==> src/rtl/thee_freq_meas_scheduler.sv <==
// Frequency measurement sequencer: time-shares one synchronised rising-edge counter across
// NUM_CH slow inputs, sweeping enabled channels in ascending order over a programmable gate.
module thee_freq_meas_scheduler #(
    parameter int unsigned NUM_CH        = 4,
    parameter int unsigned CNT_W         = 16,
    parameter int unsigned GATE_W        = 20,
    parameter int unsigned SETTLE_CYCLES = 3
) (
    input  logic                      clk,
    input  logic                      rst,
    input  logic                      start,
    input  logic [NUM_CH-1:0]         ch_enable,
    input  logic [GATE_W-1:0]         gate_cycles,
    input  logic [NUM_CH-1:0]         sig_in,
    output logic                      busy,
    output logic                      res_valid,
    output logic [$clog2(NUM_CH)-1:0] res_ch,
    output logic [CNT_W-1:0]          res_count,
    output logic                      res_overflow,
    output logic                      sweep_done
);

    localparam int unsigned CH_W = $clog2(NUM_CH);
    localparam logic [GATE_W-1:0] SettleLoad = GATE_W'(SETTLE_CYCLES - 1);

    typedef enum logic [1:0] {
        StIdle,
        StSettle,
        StGate,
        StReport
    } state_e;

    state_e              state_q;
    logic [NUM_CH-1:0]   mask_q;
    logic [GATE_W-1:0]   gate_q;
    logic [CH_W-1:0]     ch_q;
    logic [GATE_W-1:0]   timer_q;
    logic [CNT_W-1:0]    cnt_q;
    logic                ovf_q;

    logic [NUM_CH-1:0]   sig_meta_q;
    logic [NUM_CH-1:0]   sig_sync_q;
    logic [NUM_CH-1:0]   sig_prev_q;

    logic                edge_det;
    logic [CNT_W-1:0]    cnt_upd;
    logic                ovf_upd;
    logic [GATE_W-1:0]   gate_eff;
    logic [CH_W-1:0]     first_ch;
    logic                first_found;
    logic [CH_W-1:0]     next_ch;
    logic                next_found;

    // Free-running two-flop synchroniser plus one delay stage for edge detection. Left out of
    // reset so a high input does not look like a fresh rising edge after reset.
    always_ff @(posedge clk) begin
        sig_meta_q <= sig_in;
        sig_sync_q <= sig_meta_q;
        sig_prev_q <= sig_sync_q;
    end

    assign edge_det = sig_sync_q[ch_q] & ~sig_prev_q[ch_q];
    assign gate_eff = (gate_cycles == '0) ? GATE_W'(1) : gate_cycles;

    // Saturating counter update; overflow is sticky for the rest of the window.
    always_comb begin
        cnt_upd = cnt_q;
        ovf_upd = ovf_q;
        if (edge_det) begin
            if (&cnt_q) begin
                ovf_upd = 1'b1;
            end else begin
                cnt_upd = cnt_q + 1'b1;
            end
        end
    end

    // Downward scan so the last hit is the lowest qualifying index.
    always_comb begin
        first_ch    = '0;
        first_found = 1'b0;
        next_ch     = '0;
        next_found  = 1'b0;
        for (int i = NUM_CH - 1; i >= 0; i--) begin
            if (ch_enable[i]) begin
                first_ch    = CH_W'(i);
                first_found = 1'b1;
            end
            if (mask_q[i] && (i > int'(ch_q))) begin
                next_ch    = CH_W'(i);
                next_found = 1'b1;
            end
        end
    end

    always_ff @(posedge clk) begin
        if (rst) begin
            state_q      <= StIdle;
            mask_q       <= '0;
            gate_q       <= '0;
            ch_q         <= '0;
            timer_q      <= '0;
            cnt_q        <= '0;
            ovf_q        <= 1'b0;
            busy         <= 1'b0;
            res_valid    <= 1'b0;
            res_ch       <= '0;
            res_count    <= '0;
            res_overflow <= 1'b0;
            sweep_done   <= 1'b0;
        end else begin
            res_valid  <= 1'b0;
            sweep_done <= 1'b0;
            unique case (state_q)
                StIdle: begin
                    if (start) begin
                        if (first_found) begin
                            mask_q  <= ch_enable;
                            gate_q  <= gate_eff;
                            ch_q    <= first_ch;
                            timer_q <= SettleLoad;
                            cnt_q   <= '0;
                            ovf_q   <= 1'b0;
                            busy    <= 1'b1;
                            state_q <= StSettle;
                        end else begin
                            sweep_done <= 1'b1;
                        end
                    end
                end
                StSettle: begin
                    cnt_q <= '0;
                    ovf_q <= 1'b0;
                    if (timer_q == '0) begin
                        timer_q <= gate_q - 1'b1;
                        state_q <= StGate;
                    end else begin
                        timer_q <= timer_q - 1'b1;
                    end
                end
                StGate: begin
                    cnt_q <= cnt_upd;
                    ovf_q <= ovf_upd;
                    if (timer_q == '0) begin
                        // Result registered here so it is visible during the REPORT cycle,
                        // including an edge seen in the final gate cycle.
                        res_valid    <= 1'b1;
                        res_ch       <= ch_q;
                        res_count    <= cnt_upd;
                        res_overflow <= ovf_upd;
                        sweep_done   <= ~next_found;
                        state_q      <= StReport;
                    end else begin
                        timer_q <= timer_q - 1'b1;
                    end
                end
                StReport: begin
                    if (next_found) begin
                        ch_q    <= next_ch;
                        timer_q <= SettleLoad;
                        state_q <= StSettle;
                    end else begin
                        busy    <= 1'b0;
                        state_q <= StIdle;
                    end
                end
                default: state_q <= StIdle;
            endcase
        end
    end

endmodule
==> config.mk <==
export PLATFORM = sky130hd
export DESIGN_NAME = thee_freq_meas_scheduler
export DESIGN_NICKNAME = d
export VERILOG_FILES = /design/src/rtl/thee_freq_meas_scheduler.sv
export SDC_FILE = /design/constraint.sdc
export NUM_CORES = 1
export LEC_CHECK = 0
export BUFFER_PORTS_ARGS = -buffer_cell sky130_fd_sc_hd__buf_2
export CAP_MARGIN = 20
export CORE_ASPECT_RATIO = 0.5
export CORE_MARGIN = 2
export CORE_UTILIZATION = 64
export CTS_CLUSTER_DIAMETER = 100
export DETAILED_ROUTE_END_ITERATION = 10
export GPL_TIMING_DRIVEN = 1
export PLACE_DENSITY_LB_ADDON = 0.05
export SLEW_MARGIN = 20
export SYNTH_ARGS = -nofsm -noshare
export SYNTH_HDL_FRONTEND = slang
export SYNTH_SLANG_ARGS = --single-unit
==> constraint.sdc <==
create_clock -name clk -period 4.9 [get_ports clk]
set_clock_uncertainty 0.2 [all_clocks]
set_input_delay 0.735 -clock clk [delete_from_list [all_inputs] [get_ports clk]]
set_output_delay 0.735 -clock clk [all_outputs]
set_load 0.01 [all_outputs]
# Word level (Yosys, flattened, before mapping)
# Index checks and enable logic that the tools add are counted.
[op_classes] n_reduce_logical=17 magnitude_cmp=4 div=0 n_mul=0 bitwise_logic=4 muxes=54 n_eq_ne=10 n_addsub=3 shift=0
[op_table] operator="2-to-1 mux 20 bit" count=6
[op_table] operator="case mux 20 bit (4 select lines)" count=1
[op_table] operator="2-to-1 mux 16 bit" count=4
[op_table] operator="case mux 16 bit (3 select lines)" count=1
[op_table] operator="zero test 20 bit" count=2
[op_table] operator="subtractor 20 x 1 -> 20 bit, second input constant" count=2
[op_table] operator="2-to-1 mux 2 bit" count=14
[op_table] operator="2-to-1 mux 1 bit" count=21
[op_table] operator="adder 16 x 1 -> 16 bit, second input constant" count=1
[op_table] operator="AND reduction 16 bit" count=1
[op_table] operator="AND reduction 4 bit" count=4
[op_table] operator="inequality test 2 bit, second input constant" count=7
[op_table] operator="case mux 2 bit (4 select lines)" count=1
[op_table] operator="AND reduction 3 bit" count=2
[op_table] operator="binary-select mux 1 bit (select 2 bit)" count=2
[op_table] operator="equality test 2 bit, second input constant" count=2
[op_table] operator="> comparator 2 bit, first input constant" count=2
[op_table] operator="case mux 1 bit (2 select lines)" count=2
[op_table] operator="case mux 2 bit (2 select lines)" count=1
[op_table] operator="logical AND 1 bit" count=3
[op_table] operator="< comparator 2 x 3 -> 1 bit, second input constant" count=1
[op_table] operator="NOT 1 bit" count=3
[op_table] operator="case mux 1 bit (3 select lines)" count=1
[op_table] operator="nonzero test 3 bit" count=1
[op_table] operator="other kinds (7)" count=7
[totals] out_inout_bits=22 ramBits=0 reg_bits=99 latch_bits=0 mem_count=0 mem_bits_ro=0 wordCells=108

# Longest topological paths before layout
# Gate-level depths: netlist of the first run.
[depth] word_depth=8 mapped_depth=10 depth_no_buf=8

# Worst setup path after synthesis of the first run
# No wires, ideal clock.
[synth_timing] kind="input port to flip-flop" startpoint="in ch_enable[1]" endpoint="reg cnt_q[13]" arrival_time_ns=2.167 slack_ns=2.463 required_ns=4.630 cell_stages=6 setup_time_ns=0.070 cell_sequence="or4_1 -> nand3_1 -> and2_0 -> clkbuf_1 -> nand2_1 -> a21oi_1"
[synth_via] elab_chain_len=4
[synth_lines] element="from (decl)" line="12" source="input logic [NUM_CH-1:0] ch_enable,"
[synth_lines] element="2-to-1 mux 1 bit (2 in a row)" line="85" source="if (ch_enable[i]) begin"
[synth_lines] element="inequality test 2 bit (no line)"
[synth_lines] element="AND reduction 3 bit (no line)"
[synth_lines] element="to (signal assigned)" line="142" source="cnt_q <= cnt_upd;"
[synth_lines] element="to (decl)" line="38" source="logic [CNT_W-1:0] cnt_q;"
# No other way between the ends.
# A chain may end at the register's enable or synchronous reset.

# Final worst setup path of the first run
[layout_timing] startpoint="reg timer_q[0]" endpoint="reg timer_q[12]"
[layout_via] elab_chain_len=3
[layout_lines] element="from (decl)" line="37" source="logic [GATE_W-1:0] timer_q;"
[layout_lines] element="from (signal assigned)" line="121" source="timer_q <= SettleLoad;"
[layout_lines] element="from (signal assigned)" line="135" source="timer_q <= gate_q - 1'b1;"
[layout_lines] element="from (signal assigned)" line="138" source="timer_q <= timer_q - 1'b1;"
[layout_lines] element="subtractor 20 x 1 -> 20 bit or zero test 20 bit (tied branches)"
[layout_lines] element="2-to-1 mux 20 bit (tied with other cells)" line="144" source="if (timer_q == '0) begin"
[layout_lines] element="case mux 20 bit (4 select lines) or AND reduction 4 bit (tied branches)"
# Parallel ways exist; a longest one is shown, timed or not. The select of a mux whose other input is x is not followed.

==> results.ini, run 1 <==
[outcome]
status = finished, final reports clean

[synthesis]
synth_ff_type = dfxtp_1
synth-edff-count = 0
synth_fp_nets = 681
synth-seq-area-share_pct = 37.28
synth_top_cell_area_share_pct = 37.28
synth-seq-cells = 98
ys_top_cells_by_area = dfxtp_1, nand2_1, a21oi_1, nor2_1, xor2_1
yosysWarnings = 0
async_reset_ff_share_pct = 0
syn_area_per_cell_um2 = 8.197
ys_types = 73
synth_top_cell_by_area = dfxtp_1
synth.most_common_cell = dfxtp_1
syn_inst = 642
netlist_area_mm2 = 0.005263
synthTopCellsByCount = dfxtp_1, nand2_1, a21oi_1, nor2_1, o21ai_0

[worst_setup_path]
crit_type = reg -> reg
cp.required_ps = 4950
reg2reg_depth = 8
crit_start = timer_q[0]
startpoint_type = register
critPathArrivalTime_ps = 2980
cp_slowest_cell = nor3b_1
crit_fanout = 8
path_cells = inv_1 -> ha_1 -> nor3b_1 -> nand2_1 -> nor3_1 -> xnor2_1 -> o22ai_1 -> a22o_1
end_kind = register
rr_endpoint = timer_q[12]
worst_path_largest_cell_delay_ps = 870
r2r_slack_ps = 1960
regToRegStartpoint = timer_q[0]

[layout]
fin_cells = 795
area_delta_synth_final_pct = 12.03
drive_gt1_share_pct = 14.79
antennaDiodeCount = 0
final_nets = 717

[placement]
post-place-cells = 779
io_buffers = 52
place_hpwl_um = 9267
place.gp.congestion = 0.9475
dp_slack_ps = 2033

[detailed_routing]
drc = 0
drtAntennaViolNets = 0
avgViaCountPerCell = 6.333
first_iter_violations = 474
vias = 5035
postRouteWirelength_um = 13300
wl_per_cell_um = 16.73
drt_pass1_iterations = 5

[power_and_ir_drop]
ir_drop_mv = 0.3013
pwr-share-seq_pct = 27.4
power_frac_comb_pct = 53.9
p_leak_nw = 2.196
p_total_mw = 3.805
p_switching_mw = 1.780
power_density_mw_per_mm2 = 645.4
clockPowerShare_pct = 18.7
p_sw_share_pct = 46.78
power.internal_mw = 2.025

[timing]
fmax_mhz = 340.6
hold_viol = 0
setup_viol = 0
fin_crit_sh_pct = 59.92
slew_headroom_pct = 28.58
period_minus_slack_ps = 2936
holdWs_ps = 130.0
slew_violations = 0
worst_pin_slew_ps = 1069
setup_slack_ps = 1964
rsz0062_at_grt = no
tns_ps = 0

[global_routing]
antenna_found_initial = 0
grt_usage_pct = 30.58
grt_max_degree = 77
grt_pass1_vias = 4511
overflow = 0
grt_pass1_wl_um = 21960

[clock_tree]
clock_latency_ps = 350
clockBufferDepth = 2
cts_buffers = 9
cts.sinks = 98
clk_transition_reported_paths_ps = 70
cts_max_level = 3
cts_tree = built
post_cts_buffers = 0
ctsHoldBuffers = 0
cts_root_buf = clkbuf_16
ctsResizeCount = 0

[floorplan]
rows = 23
dieArea_mm2 = 0.009008
die_h_um = 68.12
ios = 53
core-area_mm2 = 0.008000
dieWidth_um = 132.2
initial_utilization_pct = 65.78

[hold_path]
hp-class = reg -> reg
hp-start = sig_meta_q[2]
hold-path-endpoint = sig_sync_q[2]
whs_path_depth = 0

[flow_run]
maxCapViolCount = 0

## worst max-delay path: cells and delay by family, from the launching register on
kind            cells  cell delay (ps)
compound gates      2              280
xor+xnor            1              150
fa+ha+maj           1              200
buf+inv             1              120
flops               1              350
simple gates        3             1530
## through the flow
stage                     util (%)  cell area (um^2)
after detailed placement     69.82              5585
after global placement       69.82              5585
final                        73.69              5896
after floorplan                  -              5263
after CTS                    73.58              5887
after global routing         73.69              5896
## worst max-delay path by stage
stage | to | slack (ps) | depth (start not counted)
final | timer_q[12] | 1960 | 8
after detailed placement | timer_q[6] | 2030 | 7
after CTS | res_count[15] | 2070 | 6
after global placement | timer_q[6] | 2090 | 7
after floorplan | cnt_q[13] | 2460 | 6
after global routing | timer_q[12] | 1840 | 8
## metal layers
metal	routed length, um	global-route usage, %
met1	6208	40.32
met2	6064	51.43
met3	784	6.519
met4	244	9.812
met5	0	0
## area by class of cell
| class | count | area, um^2 |
|---|---|---|
| fill | 666 | 2105 |
| timing repair buffer | 58 | 305.3 |
| clock buffer | 9 | 225.2 |
| tap | 112 | 140.1 |
| inverter | 15 | 56.30 |
| clock inverter | 7 | 76.32 |
| multi-input combinational | 496 | 3131 |
| sequential | 98 | 1962 |
## cell usage in the layout, fill, tap and decap left out, types with 15 or more instances in the layout
master    n
buf_2    52
nand2_1  85
nand3_1  21
nor3_1   30
inv_1    15
nor2_1   44
xor2_1   18
dfxtp_1  98
o21ai_0  31
a21oi_1  48
xnor2_1  15
## power by group through the flow
stage	logic (mW)	clock network, mW	registers, mW
floorplan	1.51	0	1.04
global placement	1.95	0	1.05
detailed placement	1.98	0	1.06
CTS	2.00	0.726	1.04
global route	2.24	0.750	1.06
finish	2.05	0.711	1.04
## cells by family (layout without fill, tap and decap cells)
kind of cell,after synthesis,in the layout,share of synthesized area [%]
AO/OA/AOI/OAI,164,164,20.59
buffers and inverters,48,89,3.518
AND/OR/NAND/NOR,281,281,28.84
multiplexers,10,10,2.378
XOR/XNOR,33,33,5.492
adder cells (fa/ha/maj),8,8,1.902
flip-flops,98,98,37.28
## state kept, by name (all words and copies together) (netlist names), 3 cells and up
signal      cells
sig_prev_q      4
timer_q        20
gate_q         20
sig_meta_q      4
res_count      16
cnt_q          16
mask_q          3
sig_sync_q      4
(Power assumes the default switching activity.)
==> run 2, diff against run 1 <==
Settings changed: CORE_UTILIZATION 64 to 54.
Clock period 4.9 ns to 2.7 ns, I/O delays scaled along.
==> run 2 against run 1 <==
Net effect: cell count up 7.4%; register-to-register slack worse by 1800 ps; critical path depth unchanged; non-clock buffer count grew 36; via count is 0.62% higher; sequential power is 82% higher; clock-buffer cell count rose by 1; routed wire length increased by 4.4%; maximum frequency up 15%; first-iteration DRC count shrank 31%; critical endpoint is now timer_q[16]; highest routed layer unchanged.
==> results.ini, run 2 (same netlist as run 1, synthesis figures left out) <==
[outcome]
status = finished, final reports clean  ; unchanged

[layout]
regArea_mm2 = 0.001962  ; unchanged
stdcell_area_mm2 = 0.006215  ; was 0.005896 mm^2
final_nets = 753  ; was 717
layout_common_cells = dfxtp_1, nand2_1, buf_2  ; unchanged
area_delta_synth_final_pct = 18.09  ; was 12.03%
fin_cells = 854  ; was 795
multi_input_area_mm2 = 0.003138  ; was 0.003131 mm^2
fillers = 853  ; was 666
layout_commonest_cell = dfxtp_1  ; unchanged
antennaDiodeCount = 0  ; unchanged
largestRegisters = gate_q x20, timer_q x20  ; unchanged
drive_gt1_share_pct = 18.92  ; was 14.79%

[floorplan]
ios = 53  ; unchanged
die_h_um = 73.81  ; was 68.12 um
core-area_mm2 = 0.009447  ; was 0.008000 mm^2
dieArea_mm2 = 0.01060  ; was 0.009008 mm^2
initial_utilization_pct = 55.71  ; was 65.78%
rows = 25  ; was 23
dieWidth_um = 143.6  ; was 132.2 um

[clock_tree]
cts_max_level = 3  ; unchanged
clock_latency_ps = 340  ; was 350 ps
cts_buffers = 9  ; unchanged
post_cts_buffers = 0  ; unchanged
clockBufferDepth = 2  ; unchanged
cts_root_buf = clkbuf_16  ; unchanged
clk_transition_reported_paths_ps = 70  ; about the same
cts_tree = built  ; unchanged
cts.sinks = 98  ; unchanged

[worst_setup_path]
cp.required_ps = 2770  ; was 4950 ps
cp_num_buf_inv = 1  ; unchanged
startpoint_type = register  ; unchanged
critPathArrivalTime_ps = 2630  ; was 2980 ps
crit_fanout = 5  ; was 8
crit_type = reg -> reg  ; unchanged
path_cells = inv_1 -> ha_2 -> or4b_4 -> nor3b_4 -> nand2_1 -> xor2_1 -> or4_1 -> a31oi_1  ; was inv_1 -> ha_1 -> nor3b_1 -> nand2_1 -> nor3_1 -> xnor2_1 -> o22ai_1 -> a22o_1
end_kind = register  ; unchanged
worst_path_largest_cell_delay_ps = 520  ; was 870 ps
path_delay_family = simple AND/OR/NAND/NOR gates  ; unchanged
cp_slowest_cell = or4b_4  ; was nor3b_1

[detailed_routing]
postRouteWirelength_um = 13890  ; was 13300 um
wl_per_cell_um = 16.26  ; was 16.73 um
drt_pass1_iterations = 5  ; unchanged
avgViaCountPerCell = 5.932  ; was 6.333
drc = 0  ; unchanged
first_iter_violations = 326  ; was 474
drtAntennaViolNets = 0  ; unchanged
vias = 5066  ; was 5035

[timing]
fmax_mhz = 390.7  ; was 340.6 MHz
rsz0062_at_grt = no  ; unchanged
worst_pin_slew_ps = 847.0  ; was 1069 ps
setup_slack_ps = 140.8  ; was 1964 ps
tns_ps = 0  ; unchanged
slew_violations = 0  ; unchanged
slew_headroom_pct = 43.53  ; was 28.58%
setup_viol = 0  ; unchanged
hold_viol = 0  ; unchanged
period_minus_slack_ps = 2559  ; was 2936 ps
fin_crit_sh_pct = 94.79  ; was 59.92%

[placement]
place_hpwl_um = 10180  ; was 9267 um
dp_slack_ps = 109.4  ; was 2033 ps
io_buffers = 52  ; unchanged
post-place-cells = 834  ; was 779
place.gp.congestion = 0.9333  ; was 0.9475
placed_cell_area_mm2 = 0.005854  ; was 0.005585 mm^2

[power_and_ir_drop]
p_leak_nw = 2.365  ; was 2.196 nW
power_density_mw_per_mm2 = 1186  ; was 645.4 mW/mm^2
ir_drop_mv = 0.6269  ; was 0.3013 mV

[global_routing]
overflow = 0  ; unchanged
grt_pass1_vias = 4311  ; was 4511
grt_max_degree = 77  ; unchanged
grt_usage_pct = 26.84  ; was 30.58%
grt_pass1_wl_um = 22050  ; was 21960 um
antenna_found_initial = 0  ; unchanged

[flow_run]
maxCapViolCount = 0  ; unchanged

[hold_path]
hp-class = in -> reg  ; was reg -> reg

[run 2: changes by cell type in the layout (fill, tap and decap cells not counted), sizes merged]
cell	previous run	this run
dlygate4sd3	0	4
clkbuf	9	10
clkinvlp	0	1
bufinv	0	1
inv	21	16
clkinv	1	3
buf	58	90
[run 2: cell type report]
| class | instances | share of cell area, % |
|---|---|---|
| Timing Repair Buffer | 94 | 9.422 |
| Clock inverter | 6 | 1.047 |
| Multi-Input combinational cell | 496 | 50.49 |
| Sequential cell | 98 | 31.57 |
| Tap cell | 135 | 2.718 |
| Clock buffer | 10 | 3.845 |
| Inverter | 15 | 0.9060 |
[run 2: path summary, 6_finish.rpt]
kind | startpoint | to | slack [ps] | cells past startpoint
setup / recovery | gate_q[0] | timer_q[16] | 140 | 8
hold / removal | gate_cycles[19] | gate_q[19] | 110 | 3
setup reg to reg | gate_q[0] | timer_q[16] | 140 | 8
hold reg to reg | sig_meta_q[2] | sig_sync_q[2] | 130 | 0
[run 2: report_power, final]
group          total (mW)  switching [mW]  internal (mW)  leakage (nW)
Combinational        4.18            2.50           1.68          1.42
Sequential           1.89           0.216           1.67         0.800
Clock                1.30           0.559          0.745         0.149
Total                7.37            3.28           4.10          2.36
[run 2: per-stage QoR]
step / util, % / hold WS (ps) / power (mW)
floorplan: - / 109.6 / 4.629
global placement: 61.97 / 113.5 / 5.960
detailed placement: 61.97 / 118.5 / 5.979
CTS: 65.62 / 98.83 / 7.304
global route: 65.79 / 112.2 / 7.900
finish: 65.79 / 109.4 / 7.372
[run 2: worst min-delay path: cells and delay by family]
family                 cells  cell delay (ps)
buffers and inverters      1              100
AOI/OAI and AO/OA          1               50
and+or+nand+nor            1               50
[run 2: routing by layer]
metal	part of all wire, %	GRT usage, %	vias to the layer above
li1	-	-	2515
met1	49	39.34	2318
met2	41	39.89	218
met3	8.6	6.063	15
met4	1.0	6.754	0
met5	0	0	-
[run 2: timing repair]
item | in CTS | in global routing
hold endpoints to repair | 4 | 0
resized for setup | 0 | 4
endpoints found under the setup margin | 0 | 5
hold buffers | 4 | 0
